===== config.mk =====
export PLATFORM = sky130hd
export DESIGN_NAME = cdc_event_recorder
export DESIGN_NICKNAME = d
export VERILOG_FILES = /design/src/rtl/cdc_event_recorder.sv
export SDC_FILE = /design/constraint.sdc
export NUM_CORES = 1
export LEC_CHECK = 0
export ABC_AREA = 1
export CORE_MARGIN = 2
export CORE_UTILIZATION = 28
export CTS_BUF_LIST = sky130_fd_sc_hd__clkbuf_8
export DETAILED_ROUTE_END_ITERATION = 12
export HOLD_SLACK_MARGIN = 0.12
export PLACE_DENSITY = 0.47
export SLEW_MARGIN = 10
export SYNTH_ARGS = -nofsm -noshare
export SYNTH_HDL_FRONTEND = slang
export SYNTH_SLANG_ARGS = --single-unit

===== constraint.sdc =====
create_clock -name clk -period 2.37 [get_ports clk]
set_input_delay 0.474 -clock clk [delete_from_list [all_inputs] [get_ports clk]]
set_output_delay 0.474 -clock clk [all_outputs]
set_load 0.01 [all_outputs]

===== src/rtl/cdc_event_recorder.sv =====
`default_nettype none
// ============================================================================
//  Module   : cdc_event_recorder
//  Purpose  : Glitch-filters a synchronised level, timestamps accepted edges
//             and queues {direction, timestamp} records for a valid/ready reader.
//  Revision : 1.0  initial release
// ============================================================================
module cdc_event_recorder #(
   parameter int FILT_CYCLES = 2,
   parameter int TS_W        = 8,
   parameter int CNT_W       = 8,
   parameter int DEPTH       = 4
) (
   input  logic             clk,
   input  logic             rst_n,
   input  logic             en,
   input  logic             sync_in,
   output logic             evt_valid,
   input  logic             evt_ready,
   output logic             evt_rise,
   output logic [TS_W-1:0]  evt_ts,
   output logic [CNT_W-1:0] evt_count,
   output logic             overflow,
   output logic [CNT_W-1:0] drop_cnt
);

   localparam int         AW     = $clog2(DEPTH);
   localparam logic [3:0] c_FILT = 4'(FILT_CYCLES);

   typedef enum logic [0:0] {
      ST_STABLE = 1'b0,
      ST_CHECK  = 1'b1
   } state_t;

   state_t            r_state;
   state_t            w_state_nxt;
   logic [3:0]        r_run;
   logic [3:0]        w_run_nxt;
   logic              r_filt;
   logic              w_accept;
   logic              w_diff;
   logic [TS_W-1:0]   r_ts;
   logic [CNT_W-1:0]  r_cnt;
   logic [CNT_W-1:0]  r_drop;
   logic              r_ovf;

   logic [TS_W:0]     r_mem [DEPTH];
   logic [AW:0]       r_wr;
   logic [AW:0]       r_rd;
   logic              w_empty;
   logic              w_full;
   logic              w_pop;
   logic              w_push;
   logic              w_drop;

   assign w_diff = (sync_in != r_filt);

   // Filter: an edge is accepted once FILT_CYCLES consecutive enabled samples differ from filt
   always_comb begin
      w_state_nxt = r_state;
      w_run_nxt   = r_run;
      w_accept    = 1'b0;
      case (r_state)
         ST_STABLE: begin
            if (en && w_diff) begin
               w_run_nxt = 4'd1;
               if (FILT_CYCLES == 1) begin
                  w_accept = 1'b1;
               end else begin
                  w_state_nxt = ST_CHECK;
               end
            end
         end
         ST_CHECK: begin
            if (!en || !w_diff) begin
               w_state_nxt = ST_STABLE;
            end else begin
               w_run_nxt = r_run + 4'd1;
               if (w_run_nxt == c_FILT) begin
                  w_accept    = 1'b1;
                  w_state_nxt = ST_STABLE;
               end
            end
         end
         default: w_state_nxt = ST_STABLE;
      endcase
   end

   always_ff @(posedge clk or negedge rst_n) begin
      if (!rst_n) begin
         r_state <= ST_STABLE;
         r_run   <= '0;
         r_filt  <= 1'b0;
         r_ts    <= '0;
         r_cnt   <= '0;
      end else begin
         r_state <= w_state_nxt;
         r_run   <= w_run_nxt;
         if (w_accept) begin
            r_filt <= ~r_filt;
            if (r_cnt != '1) r_cnt <= r_cnt + 1'b1;
         end
         if (en) r_ts <= r_ts + 1'b1;
      end
   end

   // Record FIFO; the extra pointer bit separates full from empty
   assign w_empty = (r_wr == r_rd);
   assign w_full  = (r_wr[AW] != r_rd[AW]) && (r_wr[AW-1:0] == r_rd[AW-1:0]);
   assign w_pop   = !w_empty && evt_ready;
   assign w_push  = w_accept && (!w_full || w_pop);
   assign w_drop  = w_accept && w_full && !w_pop;

   always_ff @(posedge clk or negedge rst_n) begin
      if (!rst_n) begin
         r_wr   <= '0;
         r_rd   <= '0;
         r_ovf  <= 1'b0;
         r_drop <= '0;
         for (int i = 0; i < DEPTH; i++) r_mem[i] <= '0;
      end else begin
         if (w_push) begin
            r_mem[r_wr[AW-1:0]] <= {~r_filt, r_ts};
            r_wr                <= r_wr + 1'b1;
         end
         if (w_pop) r_rd <= r_rd + 1'b1;
         if (w_drop) begin
            r_ovf <= 1'b1;
            if (r_drop != '1) r_drop <= r_drop + 1'b1;
         end
      end
   end

   assign evt_valid          = !w_empty;
   assign {evt_rise, evt_ts} = r_mem[r_rd[AW-1:0]];
   assign evt_count          = r_cnt;
   assign overflow           = r_ovf;
   assign drop_cnt           = r_drop;

endmodule
`default_nettype wire


Word level (Yosys, flattened, before mapping) --
Index checks and enable logic that the tools add are counted.
Word-level totals: register bits 73, latch bits 0, memory bits (writable) 0, bits in read-only memories 0, bits of input ports 5, output and inout bits 27, word-level logic and storage cells 68, memories 0
Operators by class: add/subtract/negate cells 6, $mul 0, div/mod/pow operators 0, magnitude comparators 3, equal/unequal tests 9, shift operators 0, muxes and demuxes 16, bitwise operators 4, reduce and logical (&&, ||, !) cells 17
Operators with widths (number):
- $bwmux W36 | 1
- $mux W9 | 3
- $add A8 B1 Y8 const B | 3
- $bmux W9 S2 | 1
- $demux W9 S2 | 1
- $ne A8 B8 Y1 const B | 2
- $mux W4 | 2
- $pmux W4 S2 | 1
- $logic_and A1 B1 Y1 | 7
- $add A3 B1 Y3 const B | 2
- $ge A3 B3 Y1 const B | 2
- $mux W1 | 6
- $not A2 Y3 | 2
- $reduce_and A2 Y1 | 3
- $logic_not A1 Y1 | 5
- $add A4 B1 Y4 const B | 1
- $eq A4 B2 Y1 const B | 1
- $ne A2 B2 Y1 const B | 2
- $eq A3 B3 Y1 | 1
- $lt A3 B1 Y1 const B | 1
- $eq A2 B2 Y1 | 1
- $logic_or A1 B1 Y1 | 2
- $ne A1 B1 Y1 | 2
- $not A1 Y1 | 2
- $pmux W1 S2 | 1

Longest topological paths before layout --
word-level depth 8, gate-level depth with buffers 11

Worst setup path before layout --
OpenSTA, ideal clock, no wires.
path kind flip-flop to output port, start point register r_rd[0], end point output port evt_rise, arrival 1307 ps, slack 589 ps, stages on the path, launching flop included 6, cells stage by stage dfrtp_1 > clkbuf_1 > inv_2 > clkbuf_1 > nor2_1 > o22ai_1
Between the ends: longest elaborated chain between the ends 4
Ends and longest elaborated chain:
- from (decl) | RTL line 49 | logic [AW:0] r_rd;
- from (signal assigned) | RTL line 126 | if (w_pop) r_rd <= r_rd + 1'b1;
- $not A2 Y3 (not written as such) | RTL line 135 | assign {evt_rise, evt_ts} = r_mem[r_rd[AW-1:0]];
- $bmux W9 S2 | RTL line 135
- $mux W9 (not written as such) (2 in series) | RTL line 135
- to (decl) | RTL line 20 | output logic evt_rise,
Every way passes these cells. The select of a mux whose other input is x is not followed.

Worst setup path in the final report --
start point register r_rd[1], end point output port evt_ts[6]
Between the ends: longest elaborated chain between the ends 4
Ends and longest elaborated chain:
- $not A2 Y3 (not written as such) | RTL line 135
- $bmux W9 S2 | RTL line 135
- $mux W9 (not written as such) (2 in series) | RTL line 135
- to (decl) | RTL line 21 | output logic [TS_W-1:0] evt_ts,
Every way passes these cells. The select of a mux whose other input is x is not followed.

==> results.json <==
{
  "die_h_um": 116,
  "clock_sinks": 73,
  "place_congestion": 0.769,
  "wl_met1_mm": 3.94,
  "finalClockSkew_ns": 0.00655,
  "p_sw_share_pct": 37.3,
  "synth_edf_count": 0,
  "synth_most_common_cell": "nand2_1",
  "antenna_found_initial": 0,
  "grt_use_total_pct": 12.8,
  "antenna_left": 0,
  "cts-htree-levels": 3,
  "period_share_pct": 92.5,
  "synth_common_cells": "nand2_1 (92), dfrtp_1 (73), o21ai_1 (34)",
  "core_region_area_um2": 12500,
  "rsz0062_at_grt": "no",
  "die_w_um": 116,
  "setup_viol": 0,
  "crit_fanout": 5,
  "floorplan.rows": 41,
  "wl_met2_mm": 3.36,
  "overflow": 0,
  "critPathRequiredTime_ns": 1.90,
  "top_layer_used": "met4",
  "cts_tree": "built",
  "layout_min_cycle_time_ns": 2.19,
  "num_vias": 2653,
  "crit_type": "flip-flop to primary output",
  "met3_length_um": 282,
  "area_growth_pct": 21.7,
  "power.total_w": 0.00488,
  "diodes": 0,
  "start_util_pct": 28.3,
  "drc_errors": 0,
  "worst_pin_slew_ns": 0.460,
  "boundaryPins": 32,
  "ys_ff_latch": 73,
  "syn_avg_cell_area_um2": 9.01,
  "clkPwrFrac_pct": 22.2,
  "synthCells": 392,
  "synth_ff_type": "dfrtp_1",
  "cp-start-kind": "flip-flop",
  "die_area_um2": 13500,
  "routed_via_density": 4.36,
  "yosysTopAreaCell": "dfrtp_1",
  "p_seq_share_pct": 39.6,
  "synth-seq-area-share_pct": 51.7,
  "relSlewSlack_pct": 69.3,
  "port_buffers": 31,
  "drv_cap": 0,
  "path_clk_slew_ns": 0.08,
  "fin_nets": 446,
  "dp_hpwl_mm": 5.09,
  "clock_latency_ns": 0.35,
  "p_int_w": 0.00306,
  "grt_pass1_vias": 2619,
  "powerDensity_nw_per_um2": 1130,
  "grt_max_degree": 74,
  "timing.hold.ws_ns": 0.124,
  "yosysWarnings": 0,
  "synth.area.top_cells": "dfrtp_1 (52%), nand2_1 (9.8%), o21ai_1 (4.8%)",
  "netlist_area_um2": 3530,
  "drt_iter0_drc": 154,
  "cts_buffers": 9,
  "cts_buffer_depth": 2,
  "max_freq_mhz": 456,
  "rr_worst_depth": 8,
  "worst_setup_path_end_kind": "primary output",
  "yosysTopAreaCellShare_pct": 51.7,
  "power_frac_comb_pct": 38.2,
  "p_leak_nw": 2.00,
  "p_sw_w": 0.00182,
  "routed_wl_mm": 7.66,
  "min_path_type": "primary input to asynchronous set/reset pin",
  "layout-drive-gt1-share_pct": 9.63,
  "clock-root-buffer": "clkbuf_8",
  "arrival_ns": 1.72,
  "max-vdd-ir-drop_mv": 0.467,
  "fin_tns_setup_ns": 0,
  "async_reset_ff_share_pct": 100,
  "firstDrtPassIters": 4,
  "maxSlewViolCount": 0,
  "hold_viol": 0,
  "layout.cells.non_filler": 608,
  "grt_pass1_wl_mm": 13.3,
  "ys_types": 26,
  "ff2ff_setup_slack_ns": 0.42,
  "syn_nets": 407,
  "wl_per_cell_um": 12.6,
  "status": "complete, no violations",
  "dp_cells": 589
}
state kept, by name (all words and copies together) (netlist names):
| register | flops |
|---|---|
| drop_cnt | 8 |
| evt_count | 8 |
| overflow | 1 |
| r_filt | 1 |
| r_mem | 36 |
| r_rd | 3 |
| r_run | 4 |
| r_state | 1 |
| r_ts | 8 |
| r_wr | 3 |
cells in the final DEF, fill, tap and decap left out, drive strengths merged:
master	synthesis	layout
nand2	94	94
nand4	6	6
nand3b	2	2
nor3	4	4
dlygate4sd2	0	5
clkinvlp	0	1
clkbuf	4	14
clkdlybuf4s50	0	20
buf	8	10
nand3	28	28
dfrtp	73	73
xnor2	11	11
a21oi	3	3
o22ai	11	11
bufinv	0	1
inv	30	30
ha	10	10
nor2	33	33
xor2	13	13
dlymetal6s2s	0	5
o21ai	61	61
or2	1	1
power by group through the flow:
stage               combinational, W  sequential, W  clock [W]
floorplan                    0.00121        0.00189          0
global placement             0.00190        0.00193          0
detailed placement           0.00192        0.00194          0
CTS                          0.00193        0.00193    0.00114
global route                 0.00214        0.00199    0.00118
finish                       0.00186        0.00193    0.00108
area by class of cell:
type	count	area [µm²]
sequential	73	1830
tap	172	215
timing repair buffer	40	399
multi-input combinational	277	1510
inverter	30	119
fill	1312	8170
clock inverter	2	33.8
clock buffer	14	193
per-layer routing:
metal	track usage, %	up-vias
li1	-	1366
met1	17.8	1234
met2	19.4	46
met3	4.10	7
met4	3.33	0
met5	0	-
path summary, 6_finish.rpt:
| path | end | from |
|---|---|---|
| max | evt_ts[6] | r_rd[1] |
| min | evt_count[0] | rst_n |
| max reg2reg | evt_count[0] | r_run[0] |
| min reg2reg | r_ts[7] | r_ts[7] |
| max in group asynchronous | r_ts[0] | rst_n |
| min in group clk | r_ts[7] | r_ts[7] |
worst max-delay path: stages, from the launching register on:
cell           delay (ns)
dfrtp_1              0.42
clkinvlp_4           0.12
buf_4                0.14
buf_4                0.11
o21ai_0              0.07
o22ai_1              0.21
dlygate4sd2_1        0.31
metrics by stage:
stage	setup WS (ns)	area, µm²	util (%)
finish	0.177	4300	34.5
global placement	0.166	4030	32.3
detailed placement	0.132	4030	32.3
CTS	0.0188	4280	34.4
floorplan	0.589	3530	-
global route	0.0536	4300	34.5
repair_timing:
item / in CTS / in global routing
gates resized for setup: 8 / 6
cloned: 0 / 0
buffers inserted: 3 / 0
endpoints found under the setup margin: 10 / 5
hold buffers: 0 / 0
kinds of logic after synthesis:
family | Yosys count | synth area share, %
AND/OR/NAND/NOR | 168 | 21.9
buffers and inverters | 42 | 5.42
adder cells (fa/ha/maj) | 10 | 3.54
flip-flops | 73 | 51.7
XOR/XNOR | 24 | 5.95
AO/OA/AOI/OAI | 75 | 11.4
No activity file was read; power rests on OpenSTA's default activity.
==> RTL edit 1, RTL diff (same settings) <==
Change the parameter `DEPTH` from 4 to 8.
--- a/src/rtl/cdc_event_recorder.sv
+++ b/src/rtl/cdc_event_recorder.sv
@@ -10,5 +10,5 @@
    parameter int TS_W        = 8,
    parameter int CNT_W       = 8,
-   parameter int DEPTH       = 4
+   parameter int DEPTH       = 8
 ) (
    input  logic             clk,
Function: changed (Yosys sat finds a counterexample within 10 cycles, from zero or initial values and one cycle with rst_n low).
==> RTL edit 1 against the unedited design <==
Synthesized cell count increased by 82%. Sequential cell count is 38 higher. Routed wire length is 130% higher. Sequential power up 53%. Die area rose by 62%. Maximum frequency is 4.3% lower. Cell area is 60% higher. Setup slack got worse by 98 ps. Power rose by 51%. Synthesized area increased by 65%. Global-route usage up 3.8 points. Critical path type unchanged. Largest power group is now combinational cells.
==> RTL edit 1: results (changes against the unedited design) <==
Status: finished, final reports clean
Final #Nets: 766 (+72%)
GRT Overall Usage: 16.6% (+3.8 points)
Ys async rst share: 100% (unchanged)
DR WL/cell: 16.9 um (+35%)
Synth top area cells: dfrtp_1 48%, nand2_1 17%, nand4_1 8.4%
Share of layout cells above drive strength 1: 12.3% (+2.6 points)
Crit path max fanout: 20 (+15)
Routed vias: 5035 (+90%)
Switching Fraction: 44.2% (+6.9 points)
Slowest CP cell: dfrtp_2
Most instantiated cells after synthesis: 259 x nand2_1, 111 x dfrtp_1, 78 x nand4_1
Max reg flops: 72 (+100%)
DRT Pass-1 Iters: 5 (+1)
Clk_skew: 16.7 ps (+10.2 ps)
Register area share after synthesis: 47.8% (-3.9 points)
Reg clk slew, reported paths: 100 ps (+20 ps)
Tightest Hold Check Type: flip-flop to flip-flop
Max rail drop VDD: 0.000333 V (-29%)
Vias per cell: 4.89 (+12%)
Relative slew slack: 55.1% (-14 points)
Avg Cell Area, Syn: 8.16 sq um (-9.4%)
Crit path DAT: 1820 ps (+100 ps)
Detailed Place HPWL: 11600 um (+130%)
CTS Buf Count: 9 (unchanged)
Largest net degree at the start of global routing: 45 (-39%)
Placed cells: 1008 (+71%)
Worst skew pair latency: 400 ps (+50 ps)
Slowest stage delay, CP: 460 ps (+40 ps)
Leak: 3.39 nW (+70%)
H-tree levels: 3 (unchanged)
Dpl cell area: 6570 sq um (+63%)
Crit path max-delay family: buffers and inverters
Drt first-iter violations: 434 (+180%)
GP Congestion: 0.783 (+1.8%)
Dpl ws: 121 ps (-11.2 ps)
Post-Syn Nets: 724 (+78%)
Vias in the first global route: 4853 (+85%)
Clk root buf: clkbuf_8
Netlist cell types: 30 (+15%)
Global-route wire length before repair: 28300 um (+110%)
==> RTL edit 1: cell types whose count changed after synthesis, moves of 5 or more <==
| cell | before | now |
|---|---|---|
| o22ai_1 | 11 | 20 |
| o21ai_0 | 23 | 39 |
| nand2_1 | 92 | 259 |
| buf_6 | 4 | 11 |
| inv_1 | 27 | 18 |
| o21ai_1 | 34 | 2 |
| nor2_1 | 31 | 55 |
| buf_2 | 3 | 8 |
| dfrtp_1 | 73 | 111 |
| nand4_1 | 6 | 78 |
| clkbuf_1 | 4 | 19 |
==> RTL edit 1: final timing paths <==
path / endpoint / cells after the start / startpoint / slack (ps)
max in group asynchronous: r_wr[0] / 3 / rst_n / 1100
worst min-delay path: r_mem[12] / 2 / r_mem[12] / 480
worst min register to register: r_mem[12] / 2 / r_mem[12] / 480
worst max register to register: r_mem[46] / 11 / r_rd[0] / 330
worst max-delay path: evt_ts[2] / 7 / r_rd[0] / 80
min in group asynchronous: r_ts[3] / 2 / rst_n / 570
==> RTL edit 1: cell type report <==
type | count | area, sq um
tap | 270 | 338
clock buffer | 10 | 138
fill | 2173 | 13400
sequential | 111 | 2780
multi-input combinational | 535 | 2730
clock inverter | 6 | 67.6
timing repair buffer | 74 | 748
inverter | 23 | 88.8
==> RTL edit 1: power groups by stage <==
stage               clock [mW]  combinational, mW  sequential (mW)
floorplan                    0               1.99             2.57
global placement             0               3.04             2.96
detailed placement           0               3.05             2.95
CTS                       1.28               3.11             2.92
global route              1.37               3.55             3.00
finish                    1.23               3.20             2.96
==> RTL edit 1: worst reg2reg max path: cells and delay by family, from the launching register on <==
family,cells,cell delay [ps]
buffers and inverters,4,730
flip-flops,1,460
AND/OR/NAND/NOR,7,820
==> RTL edit 1: routing by layer <==
layer / routed length (um) / GRT usage, % / up-vias / share of wire [%]
met5: 0 / 0 / - / 0
met2: 7590 / 23.9 / 111 / 44
li1: - / - / 2479 / -
met3: 914 / 2.91 / 21 / 5.2
met1: 8620 / 25.0 / 2424 / 49
met4: 315 / 5.76 / 0 / 1.8
==> RTL edit 1: cell families after synthesis <==
kind of cell	after synthesis	synth area share, %
flip-flops	111	47.8
buffers and inverters	66	5.92
AO/OA/AOI/OAI	62	5.77
multiplexers	1	0.194
adder cells (fa/ha/maj)	7	1.51
XOR/XNOR	24	3.62
AND/OR/NAND/NOR	441	35.2
==> RTL edit 1: repair_timing <==
action / 4_1_cts / 5_1_grt
endpoints found under the setup margin: 10 / 8
hold buffers: 1 / 0
gates resized for setup: 19 / 20
endpoints found under the hold margin: 27 / 0
setup buffers: 1 / 1
pin swaps: 1 / 2
cloned: 1 / 1
==> RTL edit 2, RTL diff (same flow settings) <==
Without the edit above. Reset style: synchronous (`rst_n`), changed in 2 clocked blocks.
--- a/src/rtl/cdc_event_recorder.sv
+++ b/src/rtl/cdc_event_recorder.sv
@@ -87,5 +87,5 @@
    end
 
-   always_ff @(posedge clk or negedge rst_n) begin
+   always_ff @(posedge clk) begin
       if (!rst_n) begin
          r_state <= ST_STABLE;
@@ -112,5 +112,5 @@
    assign w_drop  = w_accept && w_full && !w_pop;
 
-   always_ff @(posedge clk or negedge rst_n) begin
+   always_ff @(posedge clk) begin
       if (!rst_n) begin
          r_wr   <= '0;
Check against the original RTL: differs if rst_n is asserted again (counterexample within 4 cycles, from zero or initial values and one cycle with rst_n low); with rst_n held inactive, the same outputs for 10 cycles.
==> RTL edit 2 against the unedited design <==
Critical path depth fell by 1. Routed wire length rose by 6.8%. Non-clock buffer count is 6 higher. Via count increased by 4.9%. First-iteration DRC count down 40%. Setup slack lost 62 ps. Synthesized area shrank 1.1%. Sequential cell count up 2. Sequential share of layout area increased by 0.89 points. Cell area is essentially flat.
Power is not compared: it rests on default switching activity, and its combinational part moved more than twofold at a synthesized area within 25%.
==> RTL edit 2: results (changes against the unedited design) <==
Drt first-iter violations: 93 (-40%)
Synth Flop Type: dfxtp_1
Met2 Track Usage GR: 22.4% (+3.0 points)
Number of enable flip-flop cells after synthesis: 36 (+36)
Metal2 WL: 4000 um (+19%)
Relative slew slack: 68.0% (-1.3 points)
Detailed Place HPWL: 5970 um (+17%)
Largest net degree at the start of global routing: 21 (-72%)
Status: finished, final reports clean
Worst R2R End: r_mem[1][3]
Clk root buf: clkbuf_8
Fill cells: 1299 (-0.99%)
Clk_skew: 9.56 ps (+3.01 ps)
Final #Nets: 459 (+2.9%)
Final Instance Count excl. Fillers: 620 (+2.0%)
GR Util met3: 4.34% (+0.24 points)
Crit path max fanout: 6 (+1)
Share of layout cells above drive strength 1: 11.1% (+1.4 points)
Avg Cell Area, Syn: 8.76 sq um (-2.8%)
Post-Syn Nets: 411 (+0.98%)
M1 GR Usage: 16.3% (-1.5 points)
Vias in the first global route: 2668 (+1.9%)
Most instantiated cells after synthesis: 89 x nor2_1, 59 x nand2_1, 39 x dfxtp_1
Met1 WL: 3760 um (-4.4%)
Tightest Hold Check Type: flip-flop to flip-flop
Placed cells: 601 (+2.0%)
Slowest stage delay, CP: 480 ps (+60 ps)
Post-CTS repair timing setup buffer count: 2 (-1)
Max rail drop VDD: 0.000301 V
R2R cell count: 9 (+1)
RR Startpoint: r_run[0]
Vias per cell: 4.49 (+2.8%)
Final hold slack: 488 ps (+364 ps)
Register area share after synthesis: 53.3% (+1.6 points)
CP Capture Point: evt_ts[2]
Setup slack, reg-to-reg: 360 ps (-60 ps)
Global-route wire length before repair: 13400 um (+0.93%)
Netlist cell types: 29 (+12%)
Synth top area cells: edfxtp_1 31%, dfxtp_1 22%, nor2_1 9.6%
DR WL/cell: 13.2 um (+4.7%)
PostCTS Resize Cnt: 7 (-1)
Crit path DAT: 1780 ps (+60 ps)
GRT Overall Usage: 13.2% (+0.36 points)
Slowest CP cell: clkdlybuf4s50_1
Ys async rst share: 0% (-100 points)
GP Congestion: 0.764 (-0.68%)
Wire length on met3: 386 um (+37%)
## RTL edit 2: kinds of logic (layout without fill, tap and decap cells)
group,Yosys count,count (layout),share of synthesized area (%)
compound gates,67,67,10.1
xor+xnor,14,14,3.51
fa+ha+maj,7,7,2.51
buf+inv,42,95,4.62
flops,75,75,53.3
simple gates,194,194,25.9
## RTL edit 2: through the flow
step | setup slack [ps] | cell area [sq um] | power [mW]
2_1_floorplan | 309 | 3490 | 1.60
3_3_place_gp | 58.4 | 4070 | 1.74
3_5_place_dp | 17.9 | 4070 | 1.74
4_1_cts | 2.38 | 4300 | 2.70
5_1_grt | 1.26 | 4300 | 2.79
6_report | 115 | 4300 | 2.66
## RTL edit 2: area by class of cell
cell class	instances	share of cell area, %
Clock buffer	9	2.88
Clock inverter	7	1.42
Inverter	32	2.88
Multi-Input combinational cell	282	34.2
Sequential cell	75	43.4
Tap cell	168	4.88
Timing Repair Buffer	46	10.3
Timing Repair inverter	1	0.116
